[config.mk]
export PLATFORM = sky130hd
export DESIGN_NAME = motion_update_node
export DESIGN_NICKNAME = d
export VERILOG_FILES = /design/src/rtl/md_pkg.sv /design/src/rtl/motion_update_node_axis.sv /design/src/rtl/motion_update_node.sv
export SDC_FILE = /design/constraint.sdc
export NUM_CORES = 1
export LEC_CHECK = 0
export CORE_MARGIN = 5
export CORE_UTILIZATION = 40
export CTS_BUF_LIST = sky130_fd_sc_hd__clkbuf_16
export DETAILED_ROUTE_END_ITERATION = 10
export GPL_TIMING_DRIVEN = 1
export PLACE_DENSITY_LB_ADDON = 0.25
export SLEW_MARGIN = 20
export SYNTH_ARGS = -nofsm -noshare
export SYNTH_HDL_FRONTEND = slang
export SYNTH_SLANG_ARGS = --single-unit
[constraint.sdc]
create_clock -name clk -period 8.35 [get_ports clk]
set_input_delay 1.67 -clock clk [delete_from_list [all_inputs] [get_ports clk]]
set_output_delay 1.67 -clock clk [all_outputs]
set_load 0.005 [all_outputs]
[src/rtl/md_pkg.sv]
// Shared constants for the motion-update engine: particle layout,
// per-axis migration direction codes and FSM state encoding.
package md_pkg;

    localparam int PARTICLE_W = 97;
    localparam int COORD_W    = 32;
    localparam int VALID_BIT  = 96;

    localparam logic [1:0] DIR_STAY = 2'b00;
    localparam logic [1:0] DIR_POS  = 2'b01;
    localparam logic [1:0] DIR_NEG  = 2'b11;

    localparam logic [2:0] ST_IDLE   = 3'd0;
    localparam logic [2:0] ST_FETCH  = 3'd1;
    localparam logic [2:0] ST_LATCH  = 3'd2;
    localparam logic [2:0] ST_UPDATE = 3'd3;
    localparam logic [2:0] ST_EMIT   = 3'd4;
    localparam logic [2:0] ST_TERM   = 3'd5;
    localparam logic [2:0] ST_DONE   = 3'd6;

endpackage

[src/rtl/motion_update_node_axis.sv]
// Single-axis integrator: advances one coordinate by v*dt, rebases it into
// the neighbouring cell when it leaves [0, 2^CELL_BITS), and flags steps
// that are too large to be a single-cell hop.
module axis_integrator
    import md_pkg::*;
#(
    parameter int CELL_BITS = 16,
    parameter int DT_SHIFT  = 4
) (
    input  logic signed [COORD_W-1:0] i_p,
    input  logic signed [COORD_W-1:0] i_v,
    output logic signed [COORD_W-1:0] o_np,
    output logic        [1:0]         o_dir,
    output logic                      o_overflow
);

    localparam logic signed [COORD_W-1:0] CELL_SPAN = 32'sd1 <<< CELL_BITS;

    logic signed [COORD_W-1:0] w_dp;
    logic signed [COORD_W-1:0] w_sum;

    assign w_dp       = i_v >>> DT_SHIFT;
    assign w_sum      = i_p + w_dp;
    assign o_overflow = (w_dp >= CELL_SPAN) || (w_dp <= -CELL_SPAN);

    // Fold the raw sum back into cell-local range and report which way it left
    always_comb begin
        o_np  = w_sum;
        o_dir = DIR_STAY;
        if (w_sum < 0) begin
            o_np  = w_sum + CELL_SPAN;
            o_dir = DIR_NEG;
        end else if (w_sum >= CELL_SPAN) begin
            o_np  = w_sum - CELL_SPAN;
            o_dir = DIR_POS;
        end
    end

endmodule

[src/rtl/motion_update_node.sv]
// Per-cell position update engine. Walks the read half of the position
// cache, integrates each valid particle with its cached velocity, keeps
// in-cell particles in the write half and hands leavers to a neighbour.
module motion_update_node
    import md_pkg::*;
#(
    parameter int DEPTH     = 64,
    parameter int CELL_BITS = 16,
    parameter int DT_SHIFT  = 4
) (
    input  logic                  clk,
    input  logic                  reset,
    input  logic                  CTL_READY,
    input  logic                  CTL_DOUBLE_BUFFER,
    output logic                  CTL_DONE,
    output logic [31:0]           p_raddr,
    output logic [31:0]           v_raddr,
    input  logic [PARTICLE_W-1:0] p_rdata,
    input  logic [PARTICLE_W-1:0] v_rdata,
    output logic [31:0]           p_waddr,
    output logic [PARTICLE_W-1:0] p_wdata,
    output logic                  p_wr_en,
    output logic                  mig_valid,
    input  logic                  mig_ready,
    output logic [PARTICLE_W-1:0] mig_data,
    output logic [5:0]            mig_dir,
    output logic [31:0]           wr_count,
    output logic                  err
);

    localparam int IDX_W = $clog2(DEPTH) + 1;

    logic [2:0]            r_state;
    logic                  r_db;
    logic [IDX_W-1:0]      r_idx;
    logic [31:0]           r_wrCount;
    logic                  r_err;
    logic [3*COORD_W-1:0]  r_pos;
    logic [3*COORD_W-1:0]  r_vel;
    logic [3*COORD_W-1:0]  r_np;
    logic [5:0]            r_dir;

    logic [31:0]           w_rbase;
    logic [31:0]           w_wbase;
    logic [3*COORD_W-1:0]  w_np;
    logic [5:0]            w_dir;
    logic [2:0]            w_ovf;
    logic                  w_isLocal;
    logic                  w_unusedVelValid;

    assign w_rbase          = r_db ? 32'(DEPTH) : 32'd0;
    assign w_wbase          = r_db ? 32'd0 : 32'(DEPTH);
    assign w_isLocal        = (r_dir == 6'b000000);
    assign w_unusedVelValid = v_rdata[VALID_BIT];

    for (genvar a = 0; a < 3; a++) begin : g_axis
        axis_integrator #(
            .CELL_BITS (CELL_BITS),
            .DT_SHIFT  (DT_SHIFT)
        ) u_axis (
            .i_p        (r_pos[COORD_W*a +: COORD_W]),
            .i_v        (r_vel[COORD_W*a +: COORD_W]),
            .o_np       (w_np[COORD_W*a +: COORD_W]),
            .o_dir      (w_dir[2*a +: 2]),
            .o_overflow (w_ovf[a])
        );
    end

    // Scan sequencer: fetch, latch, integrate, emit per particle, then terminate
    always_ff @(posedge clk) begin
        if (!reset) begin
            r_state   <= ST_IDLE;
            r_db      <= 1'b0;
            r_idx     <= '0;
            r_wrCount <= '0;
            r_err     <= 1'b0;
            r_pos     <= '0;
            r_vel     <= '0;
            r_np      <= '0;
            r_dir     <= '0;
        end else begin
            case (r_state)
                ST_IDLE: begin
                    if (CTL_READY) begin
                        r_state   <= ST_FETCH;
                        r_idx     <= '0;
                        r_wrCount <= '0;
                        r_db      <= CTL_DOUBLE_BUFFER;
                    end
                end
                ST_FETCH: r_state <= ST_LATCH;
                ST_LATCH: begin
                    r_pos   <= p_rdata[3*COORD_W-1:0];
                    r_vel   <= v_rdata[3*COORD_W-1:0];
                    r_state <= p_rdata[VALID_BIT] ? ST_UPDATE : ST_TERM;
                end
                ST_UPDATE: begin
                    r_np    <= w_np;
                    r_dir   <= w_dir;
                    r_state <= ST_EMIT;
                    if (|w_ovf) begin
                        r_err <= 1'b1;
                    end
                end
                ST_EMIT: begin
                    if (w_isLocal || mig_ready) begin
                        if (w_isLocal) begin
                            r_wrCount <= r_wrCount + 32'd1;
                        end
                        r_idx   <= r_idx + IDX_W'(1);
                        r_state <= (r_idx == IDX_W'(DEPTH - 1)) ? ST_TERM : ST_FETCH;
                    end
                end
                ST_TERM: r_state <= ST_DONE;
                ST_DONE: begin
                    if (!CTL_READY) begin
                        r_state <= ST_IDLE;
                    end
                end
                default: r_state <= ST_IDLE;
            endcase
        end
    end

    // Cache ports and migrant interface decoded from the current state
    always_comb begin
        p_raddr   = 32'd0;
        p_wr_en   = 1'b0;
        p_waddr   = 32'd0;
        p_wdata   = '0;
        mig_valid = 1'b0;
        mig_data  = '0;
        mig_dir   = 6'b000000;
        case (r_state)
            ST_FETCH: p_raddr = w_rbase + 32'(r_idx);
            ST_EMIT: begin
                if (w_isLocal) begin
                    p_wr_en = 1'b1;
                    p_waddr = w_wbase + r_wrCount;
                    p_wdata = {1'b1, r_np};
                end else begin
                    mig_valid = 1'b1;
                    mig_data  = {1'b1, r_np};
                    mig_dir   = r_dir;
                end
            end
            ST_TERM: begin
                if (r_wrCount < 32'(DEPTH)) begin
                    p_wr_en = 1'b1;
                    p_waddr = w_wbase + r_wrCount;
                end
            end
            default: ;
        endcase
    end

    assign v_raddr  = p_raddr;
    assign CTL_DONE = (r_state == ST_DONE);
    assign wr_count = r_wrCount;
    assign err      = r_err;

endmodule
==> flow_metrics.py <==
metrics = {
    "grt": {
        "grt_pass1_wl_mm": 120,
        "grt_antenna_before_repair": 6,
        "grt_overflow_total": 0,
        "grt_usage_pct": 24.3,
        "grt_start_max_net_pins": 99,
        "grt_pass1_vias": 21420,
    },
    "min_path": {
        "hold_path.class": "register to register",
        "hp-start": "r_np[23]",
    },
    "sta": {
        "setup_violations": 0,
        "fin_skew_ns": 0.0147,
        "fin_crit_sh_pct": 72.0,
        "fin_crit_ns": 6.01,
        "slew_violations": 0,
        "rsz0062_at_grt": "false",
        "hold_ws_ns": 0.450,
        "worstMarginPinSlew_ns": 1.09,
        "relSlewSlack_pct": 26.9,
        "fmax_mhz": 166,
        "final_hold_viol_count": 0,
        "setup_tns_ns": 0,
    },
    "cells_and_area": {
        "layout_commonest_cell": "nand2_1",
        "drive_above_1_share_pct": 3.94,
        "syn2layout_area_growth_pct": 27.1,
        "final_nets": 3739,
        "fill_cells": 5574,
        "fin_area_um2": 28500,
        "final_cell_mix": "nand2_1 (611), clkdlybuf4s50_1 (469), a21oi_1 (351)",
        "final_util_pct": 51.5,
    },
    "placement": {
        "placedInstanceArea_um2": 27300,
        "io_buffers": 469,
        "place.gp.congestion": 0.956,
        "hpwlAfterDp_mm": 60.3,
    },
    "die": {
        "die_h_um": 247,
        "core-area_um2": 55300,
        "fp-row-count": 86,
        "num_io_pins": 531,
        "start_util_pct": 40.6,
        "dieArea_um2": 60900,
        "fp.dieW_um": 247,
    },
    "detailed_routing": {
        "via_per_inst": 5.45,
        "drt-pass1-iter-count": 5,
        "drtIter0Drc": 1540,
        "drc": 0,
        "ant_nets": 0,
        "drt-total-wl_mm": 78.4,
        "vias": 22918,
        "wl_per_cell_um": 18.6,
    },
    "synthesis": {
        "synth.ff_latch_count": 326,
        "synth_cell_types": 103,
        "syn_area_per_cell_um2": 7.27,
        "yosys_warnings": 0,
        "postSynthCellCount": 3084,
        "synth_edf_count": 0,
        "synth_area_um2": 22400,
        "async_reset_ff_share_pct": 0,
        "ys_seq_area_share_pct": 29.1,
        "synthFlopType": "dfxtp_1",
    },
    "setup_path": {
        "rr_startpoint": "r_vel[36]",
        "cp_slowest_cell": "buf_4",
        "cp_top_family": "buffers and inverters",
        "cp_max_fo": 98,
        "cp_common_cell": "buf_4",
        "critical_path_required_ns": 6.68,
        "worstSetupStartpoint": "r_dir[1]",
        "max_stage_delay_ns": 0.69,
        "crit_type": "register to primary output",
        "path_buf_inv": 3,
        "startpoint_type": "register",
        "cp_cell_sequence": "or4_1 -> nor3_1 -> nor2b_4 -> buf_4 -> nor2_2 -> buf_4 -> a21oi_1 -> clkdlybuf4s50_1",
        "arrival_ns": 4.34,
        "crit_path_end_kind": "primary output",
    },
    "pwr": {
        "switching_power_uw": 1160,
        "p_sw_share_pct": 29.1,
        "leakage_uw": 0.0106,
        "power.density_nw_per_um2": 140,
        "internal-power_uw": 2820,
        "pwr-share-seq_pct": 41.4,
        "power.total_uw": 3980,
        "power_frac_comb_pct": 18.8,
        "vdd_drop_max_mv": 0.120,
        "power.share.clock_pct": 39.8,
    },
    "clock_tree": {
        "clkTransAtPathRegs_ns": 0.06,
        "cts_tree": "yes",
        "ctsLongestPathBuffers": 3,
        "clk_latency_ns": 0.55,
        "post_cts_resized": 0,
        "cts_hold_buffers": 0,
        "numCtsBuffers": 38,
        "cts.htree.levels": 2,
        "cts-root-buf": "clkbuf_16",
        "cts_setup_buffers": 0,
        "cts.sinks": 326,
    },
    "flow_run": {
        "drv_cap": 0,
    },
    "run_status": {
        "status": "finished, final reports clean",
    },
}
[cells by family after synthesis]
family                     count (synthesis)  synth area share, %
and+or+nand+nor                         1466                 31.7
buffers and inverters                    267                 5.58
xor gates and xnor gates                 118                 4.61
DFF                                      326                 29.1
other                                      1               0.0167
adders and majority gates                110                 6.24
muxes                                     17                0.781
AOI/OAI and AO/OA                        779                 21.9
[state kept, by name, indices dropped and copies added (netlist names)]
name,cells
r_dir,6
r_vel,84
r_np,96
r_db,1
wr_count,32
r_state,3
r_pos,96
err,1
r_idx,7
[through the flow]
| stage | setup WS [ns] | instances |
|---|---|---|
| 6_report | 2.34 | 4204 |
| 5_1_grt | 2.02 | 4203 |
| 4_1_cts | 2.28 | 4203 |
| 3_5_place_dp | 2.70 | 4138 |
| 3_3_place_gp | 2.79 | 4138 |
| 2_1_floorplan | 3.60 | 3131 |
[area by class of cell]
type	instances	area, µm²	area share [%]
Timing Repair Buffer	486	4820	16.9
Inverter	40	158	0.553
Tap cell	748	936	3.28
Multi-Input combinational cell	2538	14900	52.3
Antenna cell	1	2.50	0.00878
Sequential cell	326	6530	22.9
Clock inverter	26	184	0.645
Clock buffer	39	976	3.42
[power by group through the flow]
stage          Combinational [µW]  Sequential, µW  Clock [µW]
6_report                      749            1650        1590
3_5_place_dp                  741            1680           0
3_3_place_gp                  741            1680           0
4_1_cts                       746            1650        1630
5_1_grt                       825            1650        1690
2_1_floorplan                 528            1660           0
[tightest hold or removal path, delay by kind of cell (launching register included)]
kind | cells | cell delay [ns]
compound gates | 1 | 0.05
flops | 1 | 0.31
simple gates | 1 | 0.05
[path summary, 6_finish.rpt]
| path | endpoint | slack, ns | depth (start not counted) |
|---|---|---|---|
| worst min register to register | r_np[23] | 0.45 | 2 |
| worst max register to register | r_np[54] | 2.69 | 19 |
| worst min-delay path | r_np[23] | 0.45 | 2 |
| worst max-delay path | p_waddr[29] | 2.34 | 8 |
[metal layers]
| layer | global-route usage [%] | vias to the layer above | part of all wire, % |
|---|---|---|---|
| met4 | 7.06 | 10 | 2.9 |
| met3 | 4.42 | 120 | 6.4 |
| met5 | 0 | - | 0.082 |
| met1 | 32.2 | 10640 | 44 |
| li1 | - | 11482 | - |
| met2 | 40.6 | 666 | 46 |
[synthesized netlist by cell type (all sizes together), types with 20 or more instances]
library cell | n | area (µm²)
or4 | 20 | 158
nor3 | 70 | 360
buf | 72 | 517
nand2 | 612 | 2300
o21ai | 134 | 682
xor2 | 66 | 578
and4 | 20 | 175
nor4 | 40 | 250
nand4 | 52 | 325
nor2 | 205 | 769
dfxtp | 326 | 6530
inv | 40 | 150
a21oi | 355 | 1790
xnor2 | 52 | 455
o211ai | 26 | 215
a21o | 31 | 240
a31oi | 22 | 159
ha | 107 | 1340
and2 | 231 | 1450
and3 | 36 | 225
clkbuf | 155 | 584
nand3 | 71 | 355
a211oi | 36 | 298
o21a | 25 | 188
or3 | 35 | 219
No activity file was read; power rests on OpenSTA's default activity.
